$ cat config.mk
export PLATFORM = sky130hd
export DESIGN_NAME = watch_set_ctrl
export DESIGN_NICKNAME = d
export VERILOG_FILES = /design/src/rtl/watch_set_ctrl.sv
export SDC_FILE = /design/constraint.sdc
export NUM_CORES = 1
export LEC_CHECK = 0
export BUFFER_PORTS_ARGS = -buffer_cell sky130_fd_sc_hd__buf_2
export CORE_ASPECT_RATIO = 1.25
export CORE_MARGIN = 8
export CORE_UTILIZATION = 45
export DETAILED_ROUTE_END_ITERATION = 6
export GPL_TIMING_DRIVEN = 0
export PLACE_DENSITY_LB_ADDON = 0.08
export SYNTH_ARGS = -nofsm -noshare
export SYNTH_HDL_FRONTEND = slang
export SYNTH_SLANG_ARGS = --single-unit
export TNS_END_PERCENT = 20
$ cat constraint.sdc
create_clock -name CLOCK -period 2.1 [get_ports CLOCK]
set_clock_uncertainty 0.05 [all_clocks]
set_input_delay 0.315 -clock CLOCK [delete_from_list [all_inputs] [get_ports CLOCK]]
set_output_delay 0.315 -clock CLOCK [all_outputs]
set_load 0.02 [all_outputs]
$ cat src/rtl/watch_set_ctrl.sv
// Watch time-setting controller: RUN/SET mode sequencing, counter strobes,
// count-enable gating, digit blink mask and inactivity timeout back to RUN.
module watch_set_ctrl #(
   parameter int unsigned TIMEOUT_S = 10
) (
   input  logic       CLOCK,
   input  logic       RESET,
   input  logic       KEY_MODE,
   input  logic       KEY_INC,
   input  logic       KEY_CLR,
   input  logic       TICK_1HZ,
   input  logic       TICK_2HZ,
   output logic       RUN_EN,
   output logic       INC_SEC,
   output logic       INC_MIN,
   output logic       INC_HOUR,
   output logic       CLR_SEC,
   output logic [1:0] MODE,
   output logic [5:0] BLINK_N
);

   localparam int unsigned TW = 8;
   localparam logic [1:0] RUN      = 2'd0;
   localparam logic [1:0] SET_HOUR = 2'd1;
   localparam logic [1:0] SET_MIN  = 2'd2;
   localparam logic [1:0] SET_SEC  = 2'd3;
   localparam logic [TW-1:0] TO_LAST = TW'(TIMEOUT_S - 1);

   logic [TW-1:0] tcnt, tcnt_nxt;
   logic          phase, phase_nxt;
   logic [1:0]    mode_nxt;
   logic          run_en_nxt, inc_sec_nxt, inc_min_nxt, inc_hour_nxt, clr_sec_nxt;
   logic [5:0]    blink_nxt;
   logic          timeout, key_any, mode_chg;

   // State and registered outputs
   always_ff @(posedge CLOCK or negedge RESET) begin
      if (!RESET) begin
         MODE     <= RUN;
         RUN_EN   <= 1'b1;
         INC_SEC  <= 1'b0;
         INC_MIN  <= 1'b0;
         INC_HOUR <= 1'b0;
         CLR_SEC  <= 1'b0;
         BLINK_N  <= 6'b111111;
         phase    <= 1'b0;
         tcnt     <= '0;
      end else begin
         MODE     <= mode_nxt;
         RUN_EN   <= run_en_nxt;
         INC_SEC  <= inc_sec_nxt;
         INC_MIN  <= inc_min_nxt;
         INC_HOUR <= inc_hour_nxt;
         CLR_SEC  <= clr_sec_nxt;
         BLINK_N  <= blink_nxt;
         phase    <= phase_nxt;
         tcnt     <= tcnt_nxt;
      end
   end

   // Next-state, strobe, timeout and blink logic; timeout outranks every key
   always_comb begin
      mode_nxt     = MODE;
      inc_sec_nxt  = 1'b0;
      inc_min_nxt  = 1'b0;
      inc_hour_nxt = 1'b0;
      clr_sec_nxt  = 1'b0;
      tcnt_nxt     = tcnt;
      phase_nxt    = phase;
      blink_nxt    = 6'b111111;

      key_any = KEY_MODE | KEY_INC | KEY_CLR;
      timeout = (MODE != RUN) && TICK_1HZ && (tcnt == TO_LAST);

      if (timeout) begin
         mode_nxt = RUN;
      end else if (KEY_MODE) begin
         mode_nxt = 2'(MODE + 2'd1);
      end else begin
         case (MODE)
            SET_HOUR: inc_hour_nxt = KEY_INC;
            SET_MIN:  inc_min_nxt  = KEY_INC;
            SET_SEC: begin
               clr_sec_nxt = KEY_CLR;
               inc_sec_nxt = KEY_INC & ~KEY_CLR;
            end
            default: ;
         endcase
      end

      mode_chg = (mode_nxt != MODE);

      if ((MODE == RUN) || mode_chg || key_any) begin
         tcnt_nxt = '0;
      end else if (TICK_1HZ) begin
         tcnt_nxt = TW'(tcnt + TW'(1));
      end

      // Edited digits stay lit while the user is adjusting
      if ((MODE == RUN) || mode_chg || KEY_INC || KEY_CLR) begin
         phase_nxt = 1'b0;
      end else if (TICK_2HZ) begin
         phase_nxt = ~phase;
      end

      case (mode_nxt)
         SET_HOUR: blink_nxt[5:4] = {2{~phase_nxt}};
         SET_MIN:  blink_nxt[3:2] = {2{~phase_nxt}};
         SET_SEC:  blink_nxt[1:0] = {2{~phase_nxt}};
         default: ;
      endcase

      run_en_nxt = (mode_nxt != SET_SEC);
   end

endmodule

==> run metrics <==
status finished clean; final setup fails 0; post-synthesis sequential area ratio 48.9%; Num Clock Sinks 19; multiplexer share of the synthesized area ~2.2%; Critical Path Start Type register; Hold Path Class in2reg; Bufs on Longest Clock Path 2; maxcap violations 0; Synth Area in Compound Gates 8.92%; Final nets 130; Mean Syn Cell Area about 11 um2; Post-Syn Area 982 um2; Max Fclk 564 MHz; RePlAce Congestion between 0.7 and 0.8; multi-input logic area 460 um2; Fin Setup TNS 0 ns; CP max FO 8; Synth Instances 93; Vias per Instance around 5.4; root buffer cell clkbuf_4; Die W 57.8 um; post-route ant nets 0; reg2reg start tcnt[4]$_DFFE_PN0P_; crit path kind reg2reg; PD cells roughly 700 nW/um2; fillers 211; Post-CTS Setup Inserts 0; register bit total from synthesis 19; largest family of logic cells by synthesized area simple AND/OR/NAND/NOR gates; yosys synthesis warning count 0; Synthesized Nets ~110; post-synthesis xor/xnor area fraction 4.46%; Vias ~750; core area around 2100 um2; Unique masters post-synth 29; largest net degree at the start of global routing 20; Clock Latency Late Sink 0.29 ns; H-tree lvl count 1; Max Slew Vio Count 0; number of global-route vias before repair between 700 and 800; 1st-iter DRT viols 10; HPWL after DPL roughly 1500 um; Die H between 60 and 70 um; Worst Path Arrival roughly 1.9 ns; initial antenna violation count 0; layout cells sized above 1 29.3%; post-synthesis adder-cell area fraction 7.64%; final wirelength 1910 um; # rows 19; Critical Path End Type register; overall power 0.798 mW; cts bufs inserted 3; die area around 3900 um2; Clock Pin Slew Worst Setup and Hold Paths 0.10 ns; Reg2Reg Depth 3; n_diodes 0; Port Buf Inserts 18; CP required about 2.2 ns; first-pass GRT wire length 3310 um; DRC Markers 0; post-cts resize count 0; DR pass1 iterations 4; hold path endpoint CLR_SEC$_DFF_PN0_; register area about 480 um2; initial core utilization approximately 46%; minimum clock period 1.77 ns; Slew Limit Headroom between 70% and 80%; aggregate global-route resource usage 10.8%; leakage between 0.4 and 0.5 nW; Least-Margin Pin Slew around 0.45 ns; hold path depth 3; unrepaired setup endpoints after global routing no; most common cell after layout, fill and taps aside buf_2; commonest cells after routing, fill and taps aside buf_2 (18), dfrtp_1 (15), nor2_1 (9); worst hold start KEY_CLR; R2R Path End tcnt[0]$_DFFE_PN0P_; CTS tree built; area grow syn2layout 15.5%; flop2flop setup slack about 0.33 ns; wire per inst about 14 um; I/O Pins 20; Final Hold Vio Count 0; Peak VDD IR roughly 430 uV; grt ovf 0; Final period util 84.5%; Synth Area in Simple Gates 23.7%
-- logic make-up after synthesis --
kind of cell               Yosys count
AOI/OAI and AO/OA                   13
xor gates and xnor gates             5
adders and majority gates            6
muxes                                2
buffers and inverters                8
and+or+nand+nor                     40
DFF                                 19
-- through the flow --
stage,instances,hold WS (ns),cell area (um2),setup WS [ns],util (%)
final,137,0.210,1130,0.326,53.0
after detailed placement,132,0.228,1100,0.333,51.3
after global placement,132,0.223,1100,0.344,51.3
after global routing,137,0.196,1130,0.224,53.0
after floorplan,93,-0.0306,982,0.461,-
after CTS,137,0.197,1130,0.311,53.0
-- cells in the mapped netlist --
master | number | area [um2]
inv_1 | 3 | 11.3
nand3_1 | 1 | 5.00
nand4_1 | 7 | 43.8
mux2i_1 | 1 | 10.0
nor4bb_1 | 1 | 10.0
xor2_1 | 3 | 26.3
nor2_1 | 9 | 33.8
o21ai_1 | 1 | 5.00
buf_4 | 3 | 22.5
nand4b_1 | 1 | 8.76
nand2_1 | 6 | 22.5
or3_1 | 3 | 18.8
o21ai_0 | 5 | 25.0
or2_2 | 1 | 6.26
a21oi_1 | 5 | 25.0
dfstp_2 | 4 | 105
or4bb_1 | 1 | 11.3
and4bb_2 | 1 | 12.5
clkbuf_1 | 2 | 7.51
nor3_1 | 4 | 20.0
nor3_2 | 1 | 10.0
ha_1 | 6 | 75.1
mux2_2 | 1 | 11.3
o22ai_1 | 1 | 6.26
nand2b_1 | 3 | 18.8
xnor2_1 | 2 | 17.5
dfrtp_1 | 15 | 375
o311ai_4 | 1 | 26.3
or4_4 | 1 | 11.3
-- routing by layer --
| metal | track usage (%) | wire length [um] | up-vias |
|---|---|---|---|
| li1 | - | - | 376 |
| met1 | 11.0 | 754 | 355 |
| met2 | 19.7 | 1010 | 13 |
| met3 | 3.57 | 129 | 2 |
| met4 | 5.52 | 19 | 0 |
| met5 | 0 | 0 | - |
-- worst max-delay path, cell delays in order, from the launching register on --
cell and delay (ns):
dfrtp_1 0.43, or4_4 0.59, o311ai_4 0.48, nor2_1 0.10
-- registers in the layout, indices dropped and copies added, names as in the netlist --
register / count
MODE: 2
INC_HOUR: 1
CLR_SEC: 1
BLINK_N: 3
phase: 1
INC_MIN: 1
RUN_EN: 1
tcnt: 8
INC_SEC: 1
-- what timing repair did --
| item | CTS | global route |
|---|---|---|
| hold buffers | 1 | 0 |
| setup endpoints to repair | 0 | 0 |
| hold endpoints to repair | 15 | 0 |
-- final cells by class --
| cell class | instances | share of cell area [%] |
|---|---|---|
| timing repair buffer | 19 | 8.82 |
| sequential | 19 | 42.3 |
| inverter | 3 | 0.992 |
| clock buffer | 4 | 2.32 |
| tap | 21 | 2.32 |
| buffer | 5 | 2.65 |
| multi-input combinational | 66 | 40.6 |
-- how the worst max path moves through the flow --
stage | slack (ns) | startpoint | to
after floorplan | 0.46 | MODE[0]$_DFF_PN0_ | tcnt[5]$_DFFE_PN0P_
after global placement | 0.34 | tcnt[4]$_DFFE_PN0P_ | tcnt[2]$_DFFE_PN0P_
after detailed placement | 0.33 | tcnt[4]$_DFFE_PN0P_ | tcnt[3]$_DFFE_PN0P_
after CTS | 0.31 | tcnt[4]$_DFFE_PN0P_ | tcnt[0]$_DFFE_PN0P_
after global routing | 0.22 | MODE[0]$_DFF_PN0_ | tcnt[7]$_DFFE_PN0P_
final | 0.33 | tcnt[4]$_DFFE_PN0P_ | tcnt[0]$_DFFE_PN0P_
-- power breakdown --
part / internal (mW) / switching (mW)
sequential: 0.395 / 0.0253
combinational: 0.0740 / 0.125
clock: 0.0738 / 0.104
No activity file was read; power rests on OpenSTA's default activity.
